`config.mk`:
```
export PLATFORM = sky130hd
export DESIGN_NAME = dtc_vote_accumulator_flat
export DESIGN_NICKNAME = d
export VERILOG_FILES = /design/src/rtl/dtc_vote_accumulator_if.sv /design/src/rtl/dtc_vote_accumulator.sv /design/src/flat_wrapper.sv
export SDC_FILE = /design/constraint.sdc
export NUM_CORES = 1
export LEC_CHECK = 0
export CAP_MARGIN = 15
export CORE_ASPECT_RATIO = 0.7
export CORE_UTILIZATION = 40
export CTS_BUF_LIST = sky130_fd_sc_hd__clkbuf_4
export CTS_CLUSTER_DIAMETER = 120
export DETAILED_ROUTE_END_ITERATION = 10
export SYNTH_ARGS = -nofsm -noshare
export SYNTH_HDL_FRONTEND = slang
export SYNTH_SLANG_ARGS = --single-unit
export TNS_END_PERCENT = 50
```
`constraint.sdc`:
```
create_clock -name clk -period 6.1 [get_ports clk]
set_clock_uncertainty 0.15 [all_clocks]
set_input_delay 1.83 -clock clk [delete_from_list [all_inputs] [get_ports clk]]
set_output_delay 1.83 -clock clk [all_outputs]
set_load 0.01 [all_outputs]
```
`src/rtl/dtc_vote_accumulator_if.sv`:
```
// Sample-in / voted-result-out bus for the vote accumulator, plus its synchronous flush.
// The slave modport is the accumulator's view; the master modport is the driver's view.
interface dtc_vote_accumulator_if #(
  parameter int WIDTH = 7,
  parameter int CNT_W = 8
);
  logic             flush;
  logic             in_valid;
  logic             in_ready;
  logic [WIDTH-1:0] in_bits;
  logic             out_valid;
  logic             out_ready;
  logic [WIDTH-1:0] out_bits;
  logic [CNT_W-1:0] out_samples;

  modport master (
    output flush, in_valid, in_bits, out_ready,
    input  in_ready, out_valid, out_bits, out_samples
  );

  modport slave (
    input  flush, in_valid, in_bits, out_ready,
    output in_ready, out_valid, out_bits, out_samples
  );
endinterface

```
`src/rtl/dtc_vote_accumulator.sv`:
```
// Majority vote over WINDOW classifier samples; result valid the cycle after the last accept.
// While a result is pending in_ready is low, so upstream holds its sample; flush aborts either state.
module dtc_vote_accumulator #(
  parameter int WIDTH  = 7,
  parameter int WINDOW = 8,
  parameter int THRESH = 5,
  parameter int CNT_W  = 8
) (
  input logic                    clk,
  input logic                    rst_n,
  dtc_vote_accumulator_if.slave  bus
);

  typedef enum logic {ACCUM = 1'b0, EMIT = 1'b1} state_t;

  state_t           state_q, state_d;
  logic [CNT_W-1:0] hit_cnt_q [WIDTH];
  logic [CNT_W-1:0] hit_cnt_d [WIDTH];
  logic [CNT_W-1:0] sample_cnt_q, sample_cnt_d;
  logic             out_valid_q, out_valid_d;
  logic [WIDTH-1:0] out_bits_q, out_bits_d;
  logic [CNT_W-1:0] out_samples_q, out_samples_d;

  logic             in_ready;
  logic             accept;
  logic [CNT_W:0]   hit_sum;

  always_comb begin
    state_d       = state_q;
    hit_cnt_d     = hit_cnt_q;
    sample_cnt_d  = sample_cnt_q;
    out_valid_d   = out_valid_q;
    out_bits_d    = out_bits_q;
    out_samples_d = out_samples_q;
    hit_sum       = '0;

    in_ready = (state_q == ACCUM) && !bus.flush;
    accept   = bus.in_valid && in_ready;

    if (bus.flush) begin
      state_d      = ACCUM;
      sample_cnt_d = '0;
      out_valid_d  = 1'b0;
      for (int i = 0; i < WIDTH; i++) hit_cnt_d[i] = '0;
    end else if (state_q == ACCUM) begin
      if (accept) begin
        sample_cnt_d = sample_cnt_q + CNT_W'(1);
        for (int i = 0; i < WIDTH; i++) begin
          hit_cnt_d[i] = hit_cnt_q[i] + CNT_W'(bus.in_bits[i]);
        end
        // Final sample of the window: vote on the sum that includes it, then restart.
        if (sample_cnt_d == CNT_W'(WINDOW)) begin
          for (int i = 0; i < WIDTH; i++) begin
            hit_sum       = {1'b0, hit_cnt_q[i]} + (CNT_W+1)'(bus.in_bits[i]);
            out_bits_d[i] = (hit_sum >= (CNT_W+1)'(THRESH));
            hit_cnt_d[i]  = '0;
          end
          sample_cnt_d  = '0;
          out_samples_d = CNT_W'(WINDOW);
          out_valid_d   = 1'b1;
          state_d       = EMIT;
        end
      end
    end else if (out_valid_q && bus.out_ready) begin
      out_valid_d = 1'b0;
      state_d     = ACCUM;
    end
  end

  always_ff @(posedge clk or negedge rst_n) begin
    if (!rst_n) begin
      state_q       <= ACCUM;
      sample_cnt_q  <= '0;
      out_valid_q   <= 1'b0;
      out_bits_q    <= '0;
      out_samples_q <= '0;
      for (int i = 0; i < WIDTH; i++) hit_cnt_q[i] <= '0;
    end else begin
      state_q       <= state_d;
      sample_cnt_q  <= sample_cnt_d;
      out_valid_q   <= out_valid_d;
      out_bits_q    <= out_bits_d;
      out_samples_q <= out_samples_d;
      hit_cnt_q     <= hit_cnt_d;
    end
  end

  assign bus.in_ready    = in_ready;
  assign bus.out_valid   = out_valid_q;
  assign bus.out_bits    = out_bits_q;
  assign bus.out_samples = out_samples_q;

endmodule

```
`src/flat_wrapper.sv`:
```
// flat-port wrapper written by rule: the top's interface ports become plain ports
module dtc_vote_accumulator_flat 
#(
  parameter int WIDTH  = 7,
  parameter int WINDOW = 8,
  parameter int THRESH = 5,
  parameter int CNT_W  = 8
)
  (clk, rst_n, bus_flush, bus_in_valid, bus_in_bits, bus_out_ready, bus_in_ready, bus_out_valid, bus_out_bits, bus_out_samples);
  dtc_vote_accumulator_if #(.WIDTH(WIDTH), .CNT_W(CNT_W)) bus_i ();
  input logic clk;
  input logic rst_n;
  input wire logic [$bits(bus_i.flush)-1:0] bus_flush;
  input wire logic [$bits(bus_i.in_valid)-1:0] bus_in_valid;
  input wire logic [$bits(bus_i.in_bits)-1:0] bus_in_bits;
  input wire logic [$bits(bus_i.out_ready)-1:0] bus_out_ready;
  output wire logic [$bits(bus_i.in_ready)-1:0] bus_in_ready;
  output wire logic [$bits(bus_i.out_valid)-1:0] bus_out_valid;
  output wire logic [$bits(bus_i.out_bits)-1:0] bus_out_bits;
  output wire logic [$bits(bus_i.out_samples)-1:0] bus_out_samples;
  assign bus_i.flush = bus_flush;
  assign bus_i.in_valid = bus_in_valid;
  assign bus_i.in_bits = bus_in_bits;
  assign bus_i.out_ready = bus_out_ready;
  assign bus_in_ready = bus_i.in_ready;
  assign bus_out_valid = bus_i.out_valid;
  assign bus_out_bits = bus_i.out_bits;
  assign bus_out_samples = bus_i.out_samples;
  dtc_vote_accumulator #(.WIDTH(WIDTH), .WINDOW(WINDOW), .THRESH(THRESH), .CNT_W(CNT_W)) u_core (.clk(clk), .rst_n(rst_n), .bus(bus_i));
endmodule
```
======== Yosys cells after proc, flatten, opt, wreduce, memory -nomap -nowiden ========
Cells that the tools add are included.
storage, ports and cells
  register bits after elaboration ......... 74
  output and inout bits ................... 17
operators by class
  add/sub/neg operators ................... 15
  order comparisons ....................... 7
  equal/unequal tests ..................... 3
  multiplexer cells ....................... 18
  bitwise gates (word level) .............. 2
  reduce and logical (&&, ||, !) cells .... 10
operator list
  cell                                                                                  number
  56-bit 2-to-1 mux                                                                     4
  8-bit by 1-bit adder with 9-bit output                                                7
  9-bit by 3-bit greater-or-equal comparator with 1-bit output (second input constant)  7
  8-bit by 1-bit adder with 8-bit output                                                7
  8-bit 2-to-1 mux                                                                      4
  1-bit 2-to-1 mux                                                                      10
  8-bit by 1-bit adder with 8-bit output (second input constant)                        1
  8-bit by 4-bit equality test with 1-bit output (second input constant)                1
  3-bit nonzero test                                                                    2
  4-bit AND reduction                                                                   1
  1-bit logical AND                                                                     3
  3-bit inequality test (second input constant)                                         1
  3-bit AND reduction                                                                   1
  2-bit inequality test (second input constant)                                         1
  1-bit NOT                                                                             2
  2-bit AND reduction                                                                   1
  2-bit nonzero test                                                                    1
  1-bit zero test                                                                       1

======== Logic depth before layout (Yosys ltp) ========
  word-level depth ........................ 6
  mapped depth ............................ 8
  gate-level depth less buffers ........... 7

======== Least setup slack after synthesis ========
Ideal clock, no wire load.
  path kind ............................... input-to-output
  start ................................... input port bus_flush
  end ..................................... output port bus_in_ready
  data arrival time ....................... 2.202 ns
  data required time ...................... 4.120 ns
  slack ................................... 1.918 ns
  cell stages on the path ................. 2
  cells stage by stage .................... clkbuf_1 > nor2_1
between the ends
  cells in the longest elaborated chain, start to end .. 2
RTL lines
  item               line                        RTL
  start, declared    flat_wrapper.sv:13          input wire logic [$bits(bus_i.flush)-1:0] bus_flush;
  1-bit zero test    dtc_vote_accumulator.sv:37  in_ready = (state_q == ACCUM) && !bus.flush;
  1-bit logical AND  dtc_vote_accumulator.sv:37
  end, declared      flat_wrapper.sv:17          output wire logic [$bits(bus_i.in_ready)-1:0] bus_in_ready;
No other way between the ends.

======== Worst setup path in the final report ========
Same ends and word-level chain as after synthesis.

==> flow_summary.toml <==
[status]
outcome = "finished, final reports clean"

[logic_synthesis]
ys.flop_type = "dfrtp_1"
yosysTopAreaCellShare_pct = 43.3
avgSynthCellArea_sq_um = 9.52
yosysWarnings = 0
yosysSeqAreaShare_pct = 43.3
syn_inst = 449
async_flop_share_pct = 100
synth_area_sq_mm = 0.00428
synth_most_common_cell = "dfrtp_1"
yosysUniqueCellTypes = 55
yosys.area.top_type = "dfrtp_1"
ys_top_cells_by_count = "74 x dfrtp_1, 44 x nor2_1, 28 x a22o_1"
yosys-top-cells-area = "dfrtp_1 43%, a22o_1 5.7%, ha_1 4.4%"
synth_edf_count = 0
ys_ff_latch = 74

[placed_design]
numPortBuffers = 21
dp_hpwl_um = 5670
placed_cell_area_sq_mm = 0.00455
place_inst = 581
gp_congestion = 0.812

[sta]
setup_viol = 0
finalCriticalPeriod_ps = 5150
fin_crit_sh_pct = 84.4
max_freq_mhz = 194
hold_viol_final = 0
slew_headroom_pct = 35.8
worstMarginPinSlew_ps = 963
fin_setup_tns_ps = 0
rsz0062_at_grt = "false"
slew_violations = 0

[critical_path]
cp-start-kind = "input pin"
critPathTopFamily = "buffers and inverters"
path_cells = "clkdlybuf4s50_1 -> nor2_1 -> clkdlybuf4s50_1"
arrival_ps = 3170
path_buf_inv = 2
cpPeakStageDelay_ps = 620
critPathKind = "in2out"
critPathCaptureType = "output pin"
slowest_stage = "clkdlybuf4s50_1"
crit_fanout = 12
path_common_cell = "clkdlybuf4s50_1"
required_ps = 4120

[die]
core_area_sq_mm = 0.0104
die_h_um = 88.5
dieArea_sq_mm = 0.0111
num_io_pins = 29
start_util_pct = 41.3
die_w_um = 126
placementRows = 31

[global_route]
grt_max_degree = 75
grt_first_pass_wirelength_um = 15100
grt_pass1_vias = 3129
gr-total-overflow = 0
grt_usage_pct = 17.4
antenna_found_initial = 0

[routing]
drcViolationCount = 0
wl_um = 8970
first_pass_iters = 5
vias = 3443
drtIter0Drc = 237
wl_per_cell_um = 15.0
drtAntennaViolNets = 0
vias_per_cell = 5.77

[clocking]
path_clk_slew_ps = 130
postCtsSetupBuffers = 0
ctsHoldBuffers = 0
clk_path_buf_depth = 2
insertion_delay_ps = 440
post_cts_resized = 0
cts_tree = "yes"
cts_made_buffers = 9
cts.sinks = 74
h-tree-depth = 3
cts_root_buffer = "clkbuf_4"

[final_layout]
areaGrowthSynthToFinish_pct = 9.63
stdcell_area_sq_mm = 0.00469
post_route_cells_drive_above_1_share_pct = 7.96
nets = 487
num_antenna_cells = 0
fin_cells = 597

[pwr]
p_leak_nw = 2.13
power_density_mw_per_mm2 = 254
ir_drop_uv = 145
power_mw = 1.19

[flow_run]
maxCapViolCount = 0

[hold_path]
hp-class = "reg2reg"
-- cells in the final DEF (no fill, tap or decap), types with 10 or more instances in the layout --
| master | instances |
|---|---|
| o21ai_0 | 20 |
| a31oi_1 | 26 |
| inv_1 | 10 |
| clkbuf_4 | 10 |
| clkdlybuf4s50_1 | 20 |
| ha_1 | 15 |
| a22o_1 | 28 |
| dfrtp_1 | 74 |
| and3_1 | 16 |
| a21oi_1 | 12 |
| nand3_1 | 26 |
| xnor2_1 | 10 |
| nor2_1 | 42 |
| nand2_1 | 21 |
| nor2b_1 | 19 |
-- state kept, by name (all words and copies together), names as in the netlist --
signal                  flops
u_core.state_q              1
u_core.bus.out_samples      1
u_core.bus.out_bits         7
u_core.hit_cnt_q           56
u_core.sample_cnt_q         8
u_core.bus.out_valid        1
-- final cells by class --
type / instances / area (sq um)
clock inverters: 6 / 57.6
flip-flops and latches: 74 / 1850
fillers: 987 / 5670
well taps: 132 / 165
clock buffers: 10 / 75.1
repair buffers: 26 / 245
inverters: 10 / 37.5
multi-input cells: 339 / 2250
-- metal layers --
layer / up-vias / global-route usage [%] / part of all wire (%)
met5: - / 0 / 0
met3: 13 / 4.84 / 4.0
met4: 0 / 6.10 / 1.2
li1: 1681 / - / -
met2: 61 / 27.1 / 43
met1: 1688 / 23.3 / 52
-- cell families (layout without fill, tap and decap cells) --
group / count (synthesis) / after routing / synth area share, %
xor gates and xnor gates: 16 / 16 / 3.28
buffers and inverters: 42 / 52 / 4.65
muxes: 9 / 9 / 2.17
adders and majority gates: 15 / 15 / 4.39
DFF: 74 / 74 / 43.3
and+or+nand+nor: 162 / 162 / 19.5
AOI/OAI and AO/OA: 130 / 130 / 22.7
other: 1 / 7 / 0.0877
-- worst paths after layout --
check / end / start / slack, ps / depth (start not counted)
setup / recovery: bus_in_ready / bus_flush / 950 / 3
setup reg to reg: u_core.sample_cnt_q[0]$_DFFE_PN0P_ / u_core.sample_cnt_q[3]$_DFFE_PN0P_ / 3400 / 7
min in group asynchronous: u_core.hit_cnt_q[18]$_DFFE_PN0P_ / rst_n / 1340 / 1
hold reg to reg: u_core.bus.out_samples[3]$_DFFE_PN0P_ / u_core.bus.out_samples[3]$_DFFE_PN0P_ / 340 / 1
max in group asynchronous: u_core.hit_cnt_q[34]$_DFFE_PN0P_ / rst_n / 3790 / 1
hold / removal: u_core.bus.out_samples[3]$_DFFE_PN0P_ / u_core.bus.out_samples[3]$_DFFE_PN0P_ / 340 / 1
-- stage by stage --
step	hold slack (ps)	util, %	setup WS (ps)
floorplan	301	-	1920
global placement	304	44.0	946
detailed placement	316	44.0	945
CTS	344	45.3	942
global route	357	45.3	880
finish	339	45.3	951
-- power by group --
part | internal [mW] | leakage [nW] | switching (mW)
combinational | 0.129 | 1.06 | 0.133
sequential | 0.551 | 1.00 | 0.0731
clock | 0.126 | 0.0675 | 0.179
Note: power is estimated with default switching activity, not from simulation.
